### src/rtl/tluh_pkg.sv
// Shared TL-UH opcodes, atomic operation codes, bus widths and the
// sequencer state type.
package tluh_pkg;

  localparam int unsigned TL_AW = 32;
  localparam int unsigned TL_DW = 32;

  localparam logic [2:0] OP_PUT_FULL    = 3'd0;
  localparam logic [2:0] OP_PUT_PARTIAL = 3'd1;
  localparam logic [2:0] OP_ARITH       = 3'd2;
  localparam logic [2:0] OP_LOGICAL     = 3'd3;
  localparam logic [2:0] OP_GET         = 3'd4;

  localparam logic [2:0] D_ACCESS_ACK      = 3'd0;
  localparam logic [2:0] D_ACCESS_ACK_DATA = 3'd1;

  localparam logic [2:0] LOG_XOR  = 3'd0;
  localparam logic [2:0] LOG_OR   = 3'd1;
  localparam logic [2:0] LOG_AND  = 3'd2;
  localparam logic [2:0] LOG_SWAP = 3'd3;

  localparam logic [2:0] ARI_MIN  = 3'd0;
  localparam logic [2:0] ARI_MAX  = 3'd1;
  localparam logic [2:0] ARI_MINU = 3'd2;
  localparam logic [2:0] ARI_MAXU = 3'd3;
  localparam logic [2:0] ARI_ADD  = 3'd4;

  typedef enum logic [2:0] {
    ST_IDLE,
    ST_RD_REQ,
    ST_RD_WAIT,
    ST_EXEC,
    ST_WR_REQ,
    ST_WR_WAIT,
    ST_RESP
  } state_e;

  function automatic logic is_put(input logic [2:0] op);
    return (op == OP_PUT_FULL) || (op == OP_PUT_PARTIAL);
  endfunction

  // Opcodes whose response carries data (AccessAckData).
  function automatic logic has_rsp_data(input logic [2:0] op);
    return (op == OP_ARITH) || (op == OP_LOGICAL) || (op == OP_GET);
  endfunction

  // Only word-sized transfers and defined atomic operations are accepted.
  function automatic logic req_legal(input logic [2:0] op, input logic [2:0] param,
                                     input logic [1:0] size);
    logic ok;
    ok = 1'b0;
    case (op)
      OP_PUT_FULL, OP_PUT_PARTIAL, OP_GET: ok = 1'b1;
      OP_ARITH:   ok = (param <= ARI_ADD);
      OP_LOGICAL: ok = (param <= LOG_SWAP);
      default:    ok = 1'b0;
    endcase
    return ok && (size == 2'd2);
  endfunction

endpackage

### src/rtl/tluh_atomic_ctrl.sv
// Read-modify-write sequencer: turns TL-UH atomics into a read, one
// functional-unit cycle and a masked write; Get/Put pass straight through.
module tluh_atomic_ctrl
  import tluh_pkg::*;
#(
  parameter int unsigned AW   = TL_AW,
  parameter int unsigned DW   = TL_DW,
  parameter int unsigned SRCW = 8
) (
  input  logic              clk_i,
  input  logic              rst_ni,
  input  logic              req_valid_i,
  output logic              req_ready_o,
  input  logic [2:0]        req_opcode_i,
  input  logic [2:0]        req_param_i,
  input  logic [1:0]        req_size_i,
  input  logic [SRCW-1:0]   req_source_i,
  input  logic [AW-1:0]     req_address_i,
  input  logic [DW/8-1:0]   req_mask_i,
  input  logic [DW-1:0]     req_data_i,
  output logic              rsp_valid_o,
  input  logic              rsp_ready_i,
  output logic [2:0]        rsp_opcode_o,
  output logic [SRCW-1:0]   rsp_source_o,
  output logic [DW-1:0]     rsp_data_o,
  output logic              rsp_error_o,
  output logic              mem_req_o,
  input  logic              mem_gnt_i,
  output logic              mem_we_o,
  output logic [AW-1:0]     mem_addr_o,
  output logic [DW-1:0]     mem_wdata_o,
  output logic [DW/8-1:0]   mem_be_o,
  input  logic              mem_rvalid_i,
  input  logic [DW-1:0]     mem_rdata_i,
  input  logic              mem_err_i,
  output logic              fu_enable_o,
  output logic              fu_logical_o,
  output logic [2:0]        fu_operation_o,
  output logic [DW-1:0]     fu_op1_o,
  output logic [DW-1:0]     fu_op2_o,
  input  logic [DW-1:0]     fu_result_i
);

  localparam int unsigned BW = DW / 8;

  state_e          state_q, state_d;
  logic [2:0]      opcode_q, opcode_d, param_q, param_d;
  logic [SRCW-1:0] source_q, source_d;
  logic [AW-1:0]   addr_q, addr_d;
  logic [BW-1:0]   mask_q, mask_d;
  logic [DW-1:0]   data_q, data_d, old_q, old_d, wdata_q, wdata_d;
  logic            err_q, err_d;

  logic            req_ready_q, req_ready_d;
  logic            rsp_valid_q, rsp_valid_d, rsp_error_q, rsp_error_d;
  logic [2:0]      rsp_opcode_q, rsp_opcode_d;
  logic [SRCW-1:0] rsp_source_q, rsp_source_d;
  logic [DW-1:0]   rsp_data_q, rsp_data_d;
  logic            mem_req_q, mem_req_d, mem_we_q, mem_we_d;
  logic [AW-1:0]   mem_addr_q, mem_addr_d;
  logic [DW-1:0]   mem_wdata_q, mem_wdata_d;
  logic [BW-1:0]   mem_be_q, mem_be_d;
  logic            fu_enable_q, fu_enable_d, fu_logical_q, fu_logical_d;
  logic [2:0]      fu_operation_q, fu_operation_d;
  logic [DW-1:0]   fu_op1_q, fu_op1_d, fu_op2_q, fu_op2_d;

  // Next-state/capture logic, then outputs decoded from the next state so
  // every port is a flop that lines up with the state it belongs to.
  always_comb begin
    state_d  = state_q;
    opcode_d = opcode_q;
    param_d  = param_q;
    source_d = source_q;
    addr_d   = addr_q;
    mask_d   = mask_q;
    data_d   = data_q;
    old_d    = old_q;
    wdata_d  = wdata_q;
    err_d    = err_q;

    case (state_q)
      ST_IDLE: begin
        if (req_valid_i && req_ready_q) begin
          opcode_d = req_opcode_i;
          param_d  = req_param_i;
          source_d = req_source_i;
          addr_d   = req_address_i;
          mask_d   = req_mask_i;
          data_d   = req_data_i;
          wdata_d  = req_data_i;
          old_d    = '0;
          err_d    = 1'b0;
          if (!req_legal(req_opcode_i, req_param_i, req_size_i)) begin
            err_d   = 1'b1;
            state_d = ST_RESP;
          end else if (is_put(req_opcode_i)) begin
            state_d = ST_WR_REQ;
          end else begin
            state_d = ST_RD_REQ;
          end
        end
      end
      ST_RD_REQ: if (mem_gnt_i) state_d = ST_RD_WAIT;
      ST_RD_WAIT: begin
        if (mem_rvalid_i) begin
          if (mem_err_i) begin
            err_d   = 1'b1;
            state_d = ST_RESP;
          end else begin
            old_d   = mem_rdata_i;
            state_d = (opcode_q == OP_GET) ? ST_RESP : ST_EXEC;
          end
        end
      end
      ST_EXEC: begin
        wdata_d = fu_result_i;
        state_d = ST_WR_REQ;
      end
      ST_WR_REQ: if (mem_gnt_i) state_d = ST_WR_WAIT;
      ST_WR_WAIT: begin
        if (mem_rvalid_i) begin
          err_d   = mem_err_i;
          state_d = ST_RESP;
        end
      end
      ST_RESP: if (rsp_ready_i) state_d = ST_IDLE;
      default: state_d = ST_IDLE;
    endcase

    req_ready_d    = (state_d == ST_IDLE);
    rsp_valid_d    = 1'b0;
    rsp_opcode_d   = '0;
    rsp_source_d   = '0;
    rsp_data_d     = '0;
    rsp_error_d    = 1'b0;
    mem_req_d      = 1'b0;
    mem_we_d       = 1'b0;
    mem_addr_d     = '0;
    mem_wdata_d    = '0;
    mem_be_d       = '0;
    fu_enable_d    = 1'b0;
    fu_logical_d   = 1'b0;
    fu_operation_d = '0;
    fu_op1_d       = '0;
    fu_op2_d       = '0;

    case (state_d)
      ST_RD_REQ: begin
        mem_req_d  = 1'b1;
        mem_addr_d = addr_d;
        mem_be_d   = '1;
      end
      ST_EXEC: begin
        fu_enable_d    = 1'b1;
        fu_logical_d   = (opcode_d == OP_LOGICAL);
        fu_operation_d = param_d;
        fu_op1_d       = data_d;
        fu_op2_d       = old_d;
      end
      ST_WR_REQ: begin
        mem_req_d   = 1'b1;
        mem_we_d    = 1'b1;
        mem_addr_d  = addr_d;
        mem_wdata_d = wdata_d;
        mem_be_d    = mask_d;
      end
      ST_RESP: begin
        rsp_valid_d  = 1'b1;
        rsp_opcode_d = has_rsp_data(opcode_d) ? D_ACCESS_ACK_DATA : D_ACCESS_ACK;
        rsp_source_d = source_d;
        rsp_data_d   = err_d ? '0 : old_d;
        rsp_error_d  = err_d;
      end
      default: ;
    endcase
  end

  always_ff @(posedge clk_i) begin
    if (!rst_ni) begin
      state_q        <= ST_IDLE;
      opcode_q       <= '0;
      param_q        <= '0;
      source_q       <= '0;
      addr_q         <= '0;
      mask_q         <= '0;
      data_q         <= '0;
      old_q          <= '0;
      wdata_q        <= '0;
      err_q          <= 1'b0;
      req_ready_q    <= 1'b1;
      rsp_valid_q    <= 1'b0;
      rsp_opcode_q   <= '0;
      rsp_source_q   <= '0;
      rsp_data_q     <= '0;
      rsp_error_q    <= 1'b0;
      mem_req_q      <= 1'b0;
      mem_we_q       <= 1'b0;
      mem_addr_q     <= '0;
      mem_wdata_q    <= '0;
      mem_be_q       <= '0;
      fu_enable_q    <= 1'b0;
      fu_logical_q   <= 1'b0;
      fu_operation_q <= '0;
      fu_op1_q       <= '0;
      fu_op2_q       <= '0;
    end else begin
      state_q        <= state_d;
      opcode_q       <= opcode_d;
      param_q        <= param_d;
      source_q       <= source_d;
      addr_q         <= addr_d;
      mask_q         <= mask_d;
      data_q         <= data_d;
      old_q          <= old_d;
      wdata_q        <= wdata_d;
      err_q          <= err_d;
      req_ready_q    <= req_ready_d;
      rsp_valid_q    <= rsp_valid_d;
      rsp_opcode_q   <= rsp_opcode_d;
      rsp_source_q   <= rsp_source_d;
      rsp_data_q     <= rsp_data_d;
      rsp_error_q    <= rsp_error_d;
      mem_req_q      <= mem_req_d;
      mem_we_q       <= mem_we_d;
      mem_addr_q     <= mem_addr_d;
      mem_wdata_q    <= mem_wdata_d;
      mem_be_q       <= mem_be_d;
      fu_enable_q    <= fu_enable_d;
      fu_logical_q   <= fu_logical_d;
      fu_operation_q <= fu_operation_d;
      fu_op1_q       <= fu_op1_d;
      fu_op2_q       <= fu_op2_d;
    end
  end

  assign req_ready_o    = req_ready_q;
  assign rsp_valid_o    = rsp_valid_q;
  assign rsp_opcode_o   = rsp_opcode_q;
  assign rsp_source_o   = rsp_source_q;
  assign rsp_data_o     = rsp_data_q;
  assign rsp_error_o    = rsp_error_q;
  assign mem_req_o      = mem_req_q;
  assign mem_we_o       = mem_we_q;
  assign mem_addr_o     = mem_addr_q;
  assign mem_wdata_o    = mem_wdata_q;
  assign mem_be_o       = mem_be_q;
  assign fu_enable_o    = fu_enable_q;
  assign fu_logical_o   = fu_logical_q;
  assign fu_operation_o = fu_operation_q;
  assign fu_op1_o       = fu_op1_q;
  assign fu_op2_o       = fu_op2_q;

endmodule

### config.mk
export PLATFORM = sky130hd
export DESIGN_NAME = tluh_atomic_ctrl
export DESIGN_NICKNAME = d
export VERILOG_FILES = /design/src/rtl/tluh_pkg.sv /design/src/rtl/tluh_atomic_ctrl.sv
export SDC_FILE = /design/constraint.sdc
export NUM_CORES = 1
export LEC_CHECK = 0
export BUFFER_PORTS_ARGS = -buffer_cell sky130_fd_sc_hd__buf_2
export CAP_MARGIN = 0
export CORE_AREA = 2 2 221 114
export DETAILED_ROUTE_END_ITERATION = 7
export DIE_AREA = 0 0 223 116
export PLACE_DENSITY = 0.79
export SLEW_MARGIN = 30
export SYNTH_ARGS = -nofsm -noshare
export SYNTH_HDL_FRONTEND = slang
export SYNTH_SLANG_ARGS = --single-unit
### constraint.sdc
create_clock -name clk_i -period 7.75 [get_ports clk_i]
set_clock_uncertainty 0.2 [all_clocks]
set_input_delay 0 -clock clk_i [delete_from_list [all_inputs] [get_ports clk_i]]
set_output_delay 0 -clock clk_i [all_outputs]
set_load 0.02 [all_outputs]
==> Word level (Yosys, flattened, before mapping) <==
Cells that the tools add are included.
{ "word_totals": {"output_inout_bits": 185, "reg_bits": 335} }
{ "classes": {"reduce_logical": 15, "eq_ne": 19, "bitwise_logic": 2, "mux": 44, "n_lt_le_gt_ge": 2} }
{ "ops": {"columns": ["operator", "count"], "rows": [
  ["$mux 32", 8],
  ["$pmux 32 s2", 2],
  ["$mux 3", 14],
  ["$eq 3x3->1 const B", 8],
  ["$eq 3x2->1 const B", 7],
  ["$pmux 3 s7", 1],
  ["$mux 8", 2],
  ["$mux 1", 12],
  ["$eq 3x1->1 const B", 3],
  ["$logic_not 3->1", 3],
  ["$mux 4", 2],
  ["$pmux 4 s2", 1],
  ["$reduce_and 2->1", 4],
  ["$pmux 1 s3", 2],
  ["$reduce_or 3->1", 2],
  ["$le 3x2->1 const B", 1],
  ["$le 3x3->1 const B", 1],
  ["$logic_or 1x1->1", 3],
  ["$eq 2x2->1 const B", 1],
  ["$logic_and 1x1->1", 2],
  ["$not 1->1", 2],
  ["$reduce_or 2->1", 1]
]} }

==> Logic depth before layout (Yosys ltp) <==
Gate-level depths: netlist (run 1).
{ "logic_depth": {"depth_word": 12, "ltp_mapped": 9, "depth_no_buf": 5} }

==> Least setup slack after synthesis (run 1) <==
Ideal clock, no wire load.
{ "synth_path": {"path_type": "reg2reg", "start": "register req_ready_q, in the netlist req_ready_o", "end": "register fu_op2_q[22], in the netlist fu_op2_o[22]", "arrival_time_ns": 2.436, "path_stages_with_launch": 10, "setup_slack_ns": 5.052, "path_buffers": 4, "path_cell_list": "dfxtp_1 -> nand2_1 -> or4_1 -> clkbuf_1 -> o21a_1 -> or4b_1 -> buf_2 -> buf_6 -> buf_8 -> nor2_4"} }
{ "synth_between": {"elab_chain_cells": 5} }
{ "synth_rtl": {"columns": ["element", "line", "text"], "rows": [
  ["from (decl)", "tluh_atomic_ctrl.sv:54", "logic req_ready_q, req_ready_d;"],
  ["from (signal assigned)", "tluh_atomic_ctrl.sv:217", "req_ready_q <= req_ready_d;"],
  ["$logic_and 1x1->1 (*)", "tluh_atomic_ctrl.sv:83", "if (req_valid_i && req_ready_q) begin"],
  ["$mux 3", "tluh_atomic_ctrl.sv:83", null],
  ["$pmux 3 s7", "tluh_atomic_ctrl.sv:81", "case (state_q)"],
  ["$eq 3x2->1", "tluh_atomic_ctrl.sv:147", "case (state_d)"],
  ["$reduce_and 2->1 (no line)", null, null],
  ["to (signal assigned)", "tluh_atomic_ctrl.sv:232", "fu_op2_q <= fu_op2_d;"],
  ["to (decl)", "tluh_atomic_ctrl.sv:65", "logic [DW-1:0] fu_op1_q, fu_op1_d, fu_op2_q, fu_op2_d;"]
]} }
Mark *: on every way between the ends. The rest lies on a longest branch, timed or not.
A chain may end at the register's enable or synchronous reset.

==> Final worst setup path (run 1) <==
{ "layout_path": {"start": "register state_q[0]", "end": "register fu_op2_q[31], in the netlist fu_op2_o[31]"} }
{ "layout_between": {"elab_chain_cells": 4} }
{ "layout_rtl": {"columns": ["element", "line", "text"], "rows": [
  ["from (decl)", "tluh_atomic_ctrl.sv:46", "state_e state_q, state_d;"],
  ["from (signal assigned)", "tluh_atomic_ctrl.sv:207", "state_q <= state_d;"],
  ["$eq 3x3->1, or another cell as far along", "tluh_atomic_ctrl.sv:81", null],
  ["$pmux 3 s7", "tluh_atomic_ctrl.sv:81", null],
  ["$eq 3x2->1", "tluh_atomic_ctrl.sv:147", null],
  ["$reduce_and 2->1 (no line)", null, null]
]} }
Several ways; a longest one is shown, not always the timed one.

==> key figures, run 1 <==
Timing
  – Setup TNS: 0 ns
  – Max Transition Viols Final: 0
  – Setup ws final: 4.49 ns
  – RSZ-0062 raised after global routing: no
  – Final hold violation count: 0
  – Post-layout min period: 3.26 ns
  – Final setup viols: 0
  – Fmax: 307 MHz
  – WHS: 0.0656 ns
  – Rel. slew slack: 47.1%
  – Worst slew pin tran: 0.793 ns
  – Final Cycle Share: 42.0%

Floorplanning
  – IO Pins: 340
  – FP Rows: 40
  – Core area: 0.0238 mm2
  – Initial core utilization: 44.9%
  – Die area: 0.0259 mm2
  – Die H: 116 um
  – Die width: 223 um

Drt
  – Wire per inst: 17.0 um
  – Vias per cell: 5.02
  – Pre-antenna DRT Iters: 5
  – Detail Route Antenna Nets: 0
  – DRT Wirelength: 30,700 um
  – Via count: 9,054
  – DRC viols: 0
  – First DRT Iteration DRCs: 492

Min path
  – WHS Path Cells: 4
  – Min-delay src: req_data_i[15]
  – Hold Path Class: input port to register
  – Min-Delay Endpoint: fu_op1_o[15]

Place
  – Post-DP Area: 0.0126 mm2
  – # placed instances: 1,594
  – Routability congestion estimate: 0.849
  – Port bufs: 337
  – Dpl ws: 4.24 ns
  – Hpwl dp: 18,200 um

Clocking
  – Postcts setup bufs: 0
  – Worst-path clk slew: 0.06 ns
  – CTS tree: yes
  – Root buf cell: clkbuf_16
  – H-tree depth: 1
  – Clock Path Buffers: 3
  – TritonCTS Buffers: 29
  – Clock Latency Late Sink: 0.56 ns
  – Clock sink total: 333

Power and ir drop
  – Tot Pwr: 4.61 mW
  – Pwr/cell area: 305 mW/mm2
  – Leakage: 6.79 nW
  – VDD IR max: 0.197 mV

Cells and area
  – Layout Cells excl Fill: 1,804
  – Area Growth Syn to Fin: 41.8%
  – Layout cells sized above 1: 28.2%
  – Design area: 0.0151 mm2
  – Finished Core Util: 63.6%
  – Layout Nets: 1,621

Critical path
  – R2r setup slk: 4.49 ns
  – Crit end category: register
  – Worst reg-to-reg path cell count: 6
  – Worst setup path class: register to register
  – Reg2reg start: state_q[0]
  – WP data required: 8.03 ns
  – Critical path launch point type: register
  – Arr. time, crit path: 3.54 ns
  – Reg-to-reg endpoint: fu_op2_o[31]
  – Peak fanout along the critical path: 80

Status
  – Outcome: complete, no violations

Global route
  – Total track usage: 22.7%
  – First-pass GRT wire length: 46,700 um
  – Grt total ovfl: 0
  – Pin count of the biggest net entering global routing: 127
  – Initial antenna violation count: 2
  – Number of global-route vias before repair: 9,274

Yosys
  – Post-Synthesis Cells: 1,006
  – Ys flop type: dfxtp_1
  – Sequential element share of the synthesized area: 62.5%
  – FFs w/ async S/R, synth: 0%
  – Synth cell types: 47
  – Post-synth EDFFs: 0
  – Synth warn: 0
  – Synthesized area: 0.0107 mm2
  – Syn Area/Cell: 10.6 um2
  – Register bit total from synthesis: 333

Flow run
  – Max-cap viol count: 0
-- worst max-delay path by stage --
stage | depth (start not counted) | slack (ns) | endpoint | from
2_1_floorplan | 9 | 5.05 | fu_op2_o[22] | req_ready_o
3_3_place_gp | 5 | 4.41 | mem_addr_o[18] | state_q[1]
3_5_place_dp | 5 | 4.24 | fu_logical_o | state_q[1]
4_1_cts | 5 | 4.21 | fu_operation_o[2] | state_q[1]
5_1_grt | 6 | 4.36 | fu_op1_o[24] | state_q[1]
6_report | 6 | 4.49 | fu_op2_o[31] | state_q[0]
-- cell usage after synthesis, types with 2 or more instances --
library cell / n / share of area (%)
dfxtp_1: 333 / 62
nor2_1: 127 / 4.5
nor2b_1: 119 / 7.0
nand2_1: 70 / 2.5
clkbuf_1: 61 / 2.1
mux2i_1: 51 / 4.8
a21boi_0: 33 / 2.3
a21oi_1: 33 / 1.5
a22oi_1: 33 / 2.3
and3_1: 33 / 1.9
a22o_1: 32 / 2.6
nor3_1: 10 / 0.47
nor2_4: 9 / 0.95
buf_2: 6 / 0.28
o21ai_0: 6 / 0.28
nand3b_1: 5 / 0.35
and2_1: 3 / 0.18
buf_1: 3 / 0.11
a21o_1: 2 / 0.14
buf_4: 2 / 0.14
inv_1: 2 / 0.070
mux2_2: 2 / 0.21
nand2b_1: 2 / 0.12
nand3_1: 2 / 0.094
nand4_1: 2 / 0.12
o211ai_1: 2 / 0.14
o21a_1: 2 / 0.14
or2_2: 2 / 0.12
-- where the power goes --
group | internal (mW) | leakage, nW | switching, mW
Combinational | 0.430 | 3.61 | 0.744
Clock | 0.825 | 0.478 | 0.632
Sequential | 1.91 | 2.70 | 0.0720
-- per-layer routing --
metal	wire length, um	vias up	track usage [%]
met4	1670	0	13.6
met5	0	-	0
li1	-	4256	-
met1	11700	4324	24.7
met3	1440	127	4.41
met2	15900	347	41.8
-- worst max-delay path: stages, from the launching register on --
cell	delay, ns
dfxtp_1	0.45
nor4_4	0.32
buf_6	0.60
a211oi_2	0.37
or4b_4	0.77
buf_16	0.28
nor2_1	0.16
-- kinds of logic after synthesis --
logic type	share of synthesized area, %
DFF	62.5
other	0.0352
buffers and inverters	2.99
muxes	5.00
AOI/OAI and AO/OA	10.3
and+or+nand+nor	19.1
xor gates and xnor gates	0.0821
-- state kept, by name, summed over array words and instances, names as in the netlist, 3 cells and up --
| register | flops |
|---|---|
| source_q | 8 |
| wdata_q | 32 |
| fu_op2_o | 32 |
| mem_be_o | 4 |
| rsp_data_o | 32 |
| mask_q | 4 |
| fu_op1_o | 32 |
| rsp_source_o | 8 |
| state_q | 3 |
| fu_operation_o | 3 |
| mem_addr_o | 32 |
| old_q | 32 |
| opcode_q | 3 |
| data_q | 32 |
| param_q | 3 |
| addr_q | 32 |
| mem_wdata_o | 32 |
-- area by class of cell --
cell class / instances / area [um2]
fillers: 1757 / 8650
flip-flops and latches: 333 / 6670
multi-input cells: 598 / 3730
repair buffers: 502 / 3360
clock buffers: 42 / 845
well taps: 315 / 394
clock inverters: 10 / 115
inverters: 2 / 7.51
diodes: 2 / 5.00
-- cells in the final DEF, fill, tap and decap left out, types with 3 or more instances in the layout --
cell / synthesis / layout
nand2_1: 70 / 69
nand3b_1: 5 / 5
clkbuf_1: 61 / 6
mux2i_1: 51 / 51
nor2_1: 127 / 125
o21ai_0: 6 / 6
nor2_4: 9 / 10
buf_2: 6 / 336
and3_1: 33 / 33
clkbuf_8: 0 / 7
a22oi_1: 33 / 33
dlygate4sd3_1: 0 / 155
clkbuf_16: 0 / 29
a21boi_0: 33 / 33
nor3_1: 10 / 10
and2_1: 3 / 3
nor2b_1: 119 / 119
a22o_1: 32 / 32
dfxtp_1: 333 / 333
buf_4: 2 / 7
clkinv_2: 0 / 6
a21oi_1: 33 / 33
-- repair_timing --
action                                 4_1_cts  5_1_grt
endpoints found under the hold margin      329        0
gates resized for setup                      0        0
hold buffers                               155        0
No activity file was read; power rests on OpenSTA's default activity.
==> inputs of run 2 (changes only) <==
==> constraint.sdc (replaced) <==
create_clock -name clk_i -period 3.35 [get_ports clk_i]
set_clock_uncertainty 0.2 [all_clocks]
set_input_delay 0 -clock clk_i [delete_from_list [all_inputs] [get_ports clk_i]]
set_output_delay 0 -clock clk_i [all_outputs]
set_load 0.02 [all_outputs]
==> run 2 against run 1 <==
Sequential power grew 130%. Routed wire length shrank 1.3%. Fmax grew 8.2%. First-iteration DRC count grew 16%. Sequential share of layout area is essentially flat. Critical endpoint is now fu_op2_o[11].
==> key figures, run 2 (synthesis gave the netlist of run 1 again) <==
Timing
  – Post-layout min period: 3.01 ns (-0.248 ns)
  – Max Transition Viols Final: 0 (unchanged)
  – Final Cycle Share: 89.9% (+48 points)
  – Fmax: 332 MHz (+8.2%)
  – Worst slew pin tran: 0.849 ns (+0.0560 ns)
  – Final setup viols: 0 (unchanged)
  – Final hold violation count: 0 (unchanged)
  – Setup TNS: 0 ns (unchanged)
  – RSZ-0062 raised after global routing: no
  – Rel. slew slack: 43.4% (-3.6 points)

Status
  – Outcome: complete, no violations

Place
  – Routability congestion estimate: 0.821 (-3.4%)
  – Hpwl dp: 18,800 um (+3.4%)
  – Port bufs: 337 (unchanged)

Floorplanning
  – Die area: 0.0259 mm2 (unchanged)
  – IO Pins: 340 (unchanged)
  – Die width: 223 um (unchanged)
  – Die H: 116 um (unchanged)
  – FP Rows: 40 (unchanged)
  – Initial core utilization: 44.9% (unchanged)
  – Core area: 0.0238 mm2 (unchanged)

Cells and area
  – Commonest non-fill, non-tap cell in the layout: buf_2
  – Layout cells sized above 1: 28.2% (unchanged)
  – Area Growth Syn to Fin: 41.6% (about the same)
  – Most frequent cells in the layout: 336 x buf_2, 333 x dfxtp_1, 157 x dlygate4sd3_1
  – Layout Nets: 1,627 (+0.37%)

Clocking
  – Root buf cell: clkbuf_16
  – Post-cts resize count: 0 (unchanged)
  – Worst-path clk slew: 0.07 ns (about the same)
  – Clock Latency Late Sink: 0.54 ns (-0.02 ns)
  – TritonCTS Buffers: 28 (-3.4%)
  – CTS tree: yes
  – H-tree depth: 1 (unchanged)
  – Clock Path Buffers: 3 (unchanged)
  – Postcts setup bufs: 0 (unchanged)
  – Clock sink total: 333 (unchanged)

Global route
  – Pin count of the biggest net entering global routing: 97 (-24%)
  – Total track usage: 22.5% (-0.19 points)
  – Grt total ovfl: 0 (unchanged)
  – Initial antenna violation count: 0 (-2)
  – First-pass GRT wire length: 46,200 um (-1.0%)
  – Number of global-route vias before repair: 9,432 (+1.7%)

Drt
  – Detail Route Antenna Nets: 0 (unchanged)
  – First DRT Iteration DRCs: 571 (+16%)
  – DRC viols: 0 (unchanged)
  – Wire per inst: 16.8 um (-1.2%)
  – Pre-antenna DRT Iters: 5 (unchanged)
  – DRT Wirelength: 30,400 um (-1.3%)
  – Vias per cell: 4.98 (-0.70%)
  – Via count: 8,986 (-0.75%)

Critical path
  – Arr. time, crit path: 3.29 ns (-0.25 ns)
  – Crit end category: register
  – WP data required: 3.63 ns (-4.40 ns)
  – Worst setup startpoint: state_q[1]
  – Reg-to-reg endpoint: fu_op2_o[11]
  – Critical path launch point type: register
  – Peak fanout along the critical path: 26 (-68%)
  – Worst reg-to-reg path cell count: 7 (+1)
  – R2r setup slk: 0.34 ns (-4.15 ns)
  – Reg2reg start: state_q[1]
  – Worst setup path class: register to register
  – Worst setup endpoint: fu_op2_o[11]

Power and ir drop
  – Pwr/cell area: 698 mW/mm2 (+130%)
  – Leakage: 6.79 nW (about the same)
  – VDD IR max: 0.456 mV (+130%)
  – Tot Pwr: 10.6 mW (+130%)

Min path
  – Hold Path Class: input port to register

Flow run
  – Max-cap viol count: 0 (unchanged)
[run 2: changes by cell type in the layout (fill, tap and decap cells not counted), moves of 2 or more]
cell / previous run / this run
buf_4: 7 / 13
clkbuf_1: 6 / 3
clkinv_2: 6 / 3
clkinvlp_4: 0 / 2
dlygate4sd3_1: 155 / 157
[run 2: timing repair]
item,CTS,global route
hold endpoints to repair,330,0
hold buffers,157,0
setup endpoints to repair,0,0
[run 2: layout make-up]
cell class                      count  area, um2
Inverter                            2       7.51
Antenna cell                        1       2.50
Tap cell                          315        394
Timing Repair Buffer              509       3400
Clock inverter                      7       90.1
Multi-Input combinational cell    598       3730
Sequential cell                   333       6670
Fill cell                        1766       8660
Clock buffer                       38        820
[run 2: routing by layer]
metal	vias up	global-route usage [%]	routed length (um)
li1	4259	-	-
met1	4309	24.5	11800
met2	305	41.9	15800
met3	113	3.90	1270
met4	0	13.4	1480
met5	-	0	0
[run 2: stage by stage]
stage,hold WS (ns),util (%),instances,cell area [um2],setup slack (ns)
after CTS,0.0530,63.5,1802,15100,0.334
after detailed placement,0.0842,53.1,1600,12600,0.354
after floorplan,-0.0378,-,1007,10700,0.652
after global routing,0.0873,63.5,1802,15100,0.197
after global placement,0.0751,52.9,1598,12600,0.453
final,0.0764,63.6,1803,15100,0.339
[run 2: worst max-delay path, stage by stage (launching register included)]
cell	delay, ns
dfxtp_1	0.56
or3b_2	0.52
nor3_1	0.23
a211oi_2	0.15
or4b_4	0.73
buf_12	0.25
buf_12	0.18
nor2_1	0.11
[run 2: worst min path at each step]
stage | slack, ns | start | endpoint | cells after the start
CTS | 0.05 | req_size_i[0] | req_ready_o | 5
detailed placement | 0.08 | req_data_i[18] | fu_op1_o[18] | 3
global placement | 0.08 | req_address_i[18] | addr_q[18] | 3
floorplan | -0.04 | req_address_i[10] | addr_q[10] | 2
finish | 0.08 | req_address_i[7] | addr_q[7] | 4
global route | 0.09 | req_data_i[21] | fu_op1_o[21] | 4
[run 2: report_power, final]
part           switching, mW  total, mW  internal [mW]  leakage (nW)
Clock                   1.41       3.26           1.85         0.444
Sequential             0.169       4.59           4.42          2.70
Combinational           1.71       2.70          0.994          3.65
==> inputs of run 3 (changes only) <==
--- a/config.mk
+++ b/config.mk
@@ -10,7 +10,7 @@
 export CORE_AREA = 2 2 221 114
 export DETAILED_ROUTE_END_ITERATION = 7
 export DIE_AREA = 0 0 223 116
-export PLACE_DENSITY = 0.79
+export PLACE_DENSITY = 0.81
 export SLEW_MARGIN = 30
 export SYNTH_ARGS = -nofsm -noshare
 export SYNTH_HDL_FRONTEND = slang
==> constraint.sdc (replaced) <==
create_clock -name clk_i -period 2.6 [get_ports clk_i]
set_clock_uncertainty 0.2 [all_clocks]
set_input_delay 0 -clock clk_i [delete_from_list [all_inputs] [get_ports clk_i]]
set_output_delay 0 -clock clk_i [all_outputs]
set_load 0.02 [all_outputs]
==> run 3 against run 2 <==
Hold slack got worse by 0.068 ns. Sequential power increased by 28%. Global-route usage increased by 1.1 points. Register-to-register slack got worse by 0.27 ns. Count of clock-buffer cells in the layout increased by 3. Sequential share of layout area decreased by 0.73 points. Critical path depth increased by 1. Routed wire length increased by 5.9%. Sequential cell count unchanged. Final area increased by 1.7%. Cell count increased by 1.3%. Non-clock buffer count increased by 13. Largest cell class unchanged. Largest power group unchanged. Highest routed layer unchanged.
==> key figures, run 3 (synthesis gave the netlist of run 1 again) <==
Flow run
  – Max-cap viol count: 0 (unchanged)

Floorplanning
  – FP Rows: 40 (unchanged)
  – Die H: 116 um (unchanged)
  – Die width: 223 um (unchanged)
  – Core area: 0.0238 mm2 (unchanged)
  – IO Pins: 340 (unchanged)
  – Die area: 0.0259 mm2 (unchanged)
  – Initial core utilization: 44.9% (unchanged)

Timing
  – Fmax: 395 MHz
  – Setup ws final: 0.0664 ns (-0.273 ns)
  – Final Cycle Share: 97.4%
  – Final setup viols: 0 (unchanged)
  – Max Transition Viols Final: 0 (unchanged)
  – Rel. slew slack: 62.8% (+19 points)
  – Worst slew pin tran: 0.558 ns (-0.291 ns)
  – RSZ-0062 raised after global routing: yes
  – Post-layout min period: 2.53 ns
  – Final hold violation count: 0 (unchanged)

Clocking
  – Root buf cell: clkbuf_16
  – Clock Path Buffers: 3 (unchanged)
  – CTS tree: yes
  – Clock Latency Late Sink: 0.54 ns (about the same)
  – H-tree depth: 1 (unchanged)
  – Worst-path clk slew: 0.07 ns (about the same)
  – Clock sink total: 333 (unchanged)
  – TritonCTS Buffers: 28 (unchanged)

Drt
  – Via count: 9,200 (+2.4%)
  – Detail Route Antenna Nets: 0 (unchanged)
  – DRT Wirelength: 32,100 um (+5.9%)
  – Wire per inst: 17.6 um (+4.5%)
  – Pre-antenna DRT Iters: 4 (-1)
  – First DRT Iteration DRCs: 635 (+11%)
  – DRC viols: 0 (unchanged)
  – Vias per cell: 5.04 (+1.1%)

Place
  – Port bufs: 337 (unchanged)
  – Hpwl dp: 18,400 um (-2.1%)
  – Routability congestion estimate: 0.860 (+4.8%)
  – Dpl ws: 0.118 ns (-0.236 ns)
  – Post-DP Area: 0.0127 mm2 (+0.69%)

Power and ir drop
  – Tot Pwr: 14.2 mW (+35%)
  – Pwr/cell area: 926 mW/mm2 (+33%)
  – Leakage: 6.93 nW (+2.0%)
  – VDD IR max: 0.585 mV (+28%)

Cells and area
  – Layout cells sized above 1: 29.2% (+1.0 points)
  – Area Growth Syn to Fin: 44.0%
  – Finished Core Util: 64.6% (+1.1 points)
  – Layout Nets: 1,640 (+0.80%)
  – Commonest non-fill, non-tap cell in the layout: buf_2
  – Design area: 0.0154 mm2 (+1.7%)
  – # fillers: 1,691 (-4.2%)
  – Most frequent cells in the layout: 336 x buf_2, 332 x dfxtp_1, 157 x dlygate4sd3_1

Critical path
  – Crit end category: register
  – WP data required: 2.86 ns (-0.77 ns)
  – Peak fanout along the critical path: 17 (-35%)
  – Critical path launch point type: input port
  – Worst setup path class: input port to register
  – Arr. time, crit path: 2.79 ns (-0.50 ns)

Global route
  – First-pass GRT wire length: 48,300 um (+4.4%)
  – Total track usage: 23.5% (+1.1 points)
  – Pin count of the biggest net entering global routing: 154 (+59%)
  – Initial antenna violation count: 2 (+2)
  – Number of global-route vias before repair: 9,444 (+0.13%)
  – Grt total ovfl: 0 (unchanged)

Min path
  – Hold Path Class: input port to register

Status
  – Outcome: complete, no violations
-- run 3: cell type report --
| cell class | instances | area (um2) | area share [%] |
|---|---|---|---|
| Antenna cell | 4 | 10.0 | 0.0651 |
| Clock buffer | 41 | 851 | 5.54 |
| Clock inverter | 11 | 168 | 1.09 |
| Inverter | 2 | 7.51 | 0.0489 |
| Multi-Input combinational cell | 598 | 3720 | 24.2 |
| Sequential cell | 333 | 6670 | 43.4 |
| Tap cell | 315 | 394 | 2.56 |
| Timing Repair Buffer | 522 | 3550 | 23.1 |
-- run 3: what timing repair did --
item / in CTS / in global routing
buffers inserted: 0 / 4
hold endpoints to repair: 332 / 0
gates resized for setup: 0 / 4
endpoints found under the setup margin: 0 / 13
hold buffers: 157 / 0
-- run 3: per-stage QoR --
step | hold WS [ns] | setup TNS (ns) | cells
global route | 0.0413 | -0.00168 | 1824
CTS | 0.00938 | 0 | 1817
global placement | 0.0665 | 0 | 1608
finish | 0.00854 | 0 | 1826
floorplan | -0.0378 | 0 | 1007
detailed placement | 0.0817 | 0 | 1608
-- run 3: critical path: stages --
cell and delay (ns):
dlygate4sd3_1 0.54, buf_2 0.13, or4_4 0.56, a311oi_4 0.38, o2111ai_4 0.15, or4b_4 0.58
buf_4 0.23, nor3_2 0.22
-- run 3: per-layer routing --
metal / up-vias / track usage, % / part of all wire (%)
li1: 4303 / - / -
met3: 149 / 4.59 / 4.6
met1: 4386 / 25.7 / 38
met2: 362 / 42.9 / 51
met4: 0 / 15.3 / 6.0
met5: - / 0 / 0
-- run 3: final timing paths --
kind / start / end / slack, ns / depth (start not counted)
worst max register to register: state_q[0] / fu_logical_o / 0.07 / 5
worst min-delay path: req_valid_i / addr_q[10] / 0.009 / 6
worst min register to register: addr_q[31] / addr_q[31] / 0.28 / 2
worst max-delay path: req_param_i[1] / fu_logical_o / 0.07 / 8
-- run 3: where the power goes --
group	switching [mW]	total, mW	internal [mW]
clock	1.89	4.56	2.68
combinational	2.33	3.77	1.44
sequential	0.195	5.89	5.70
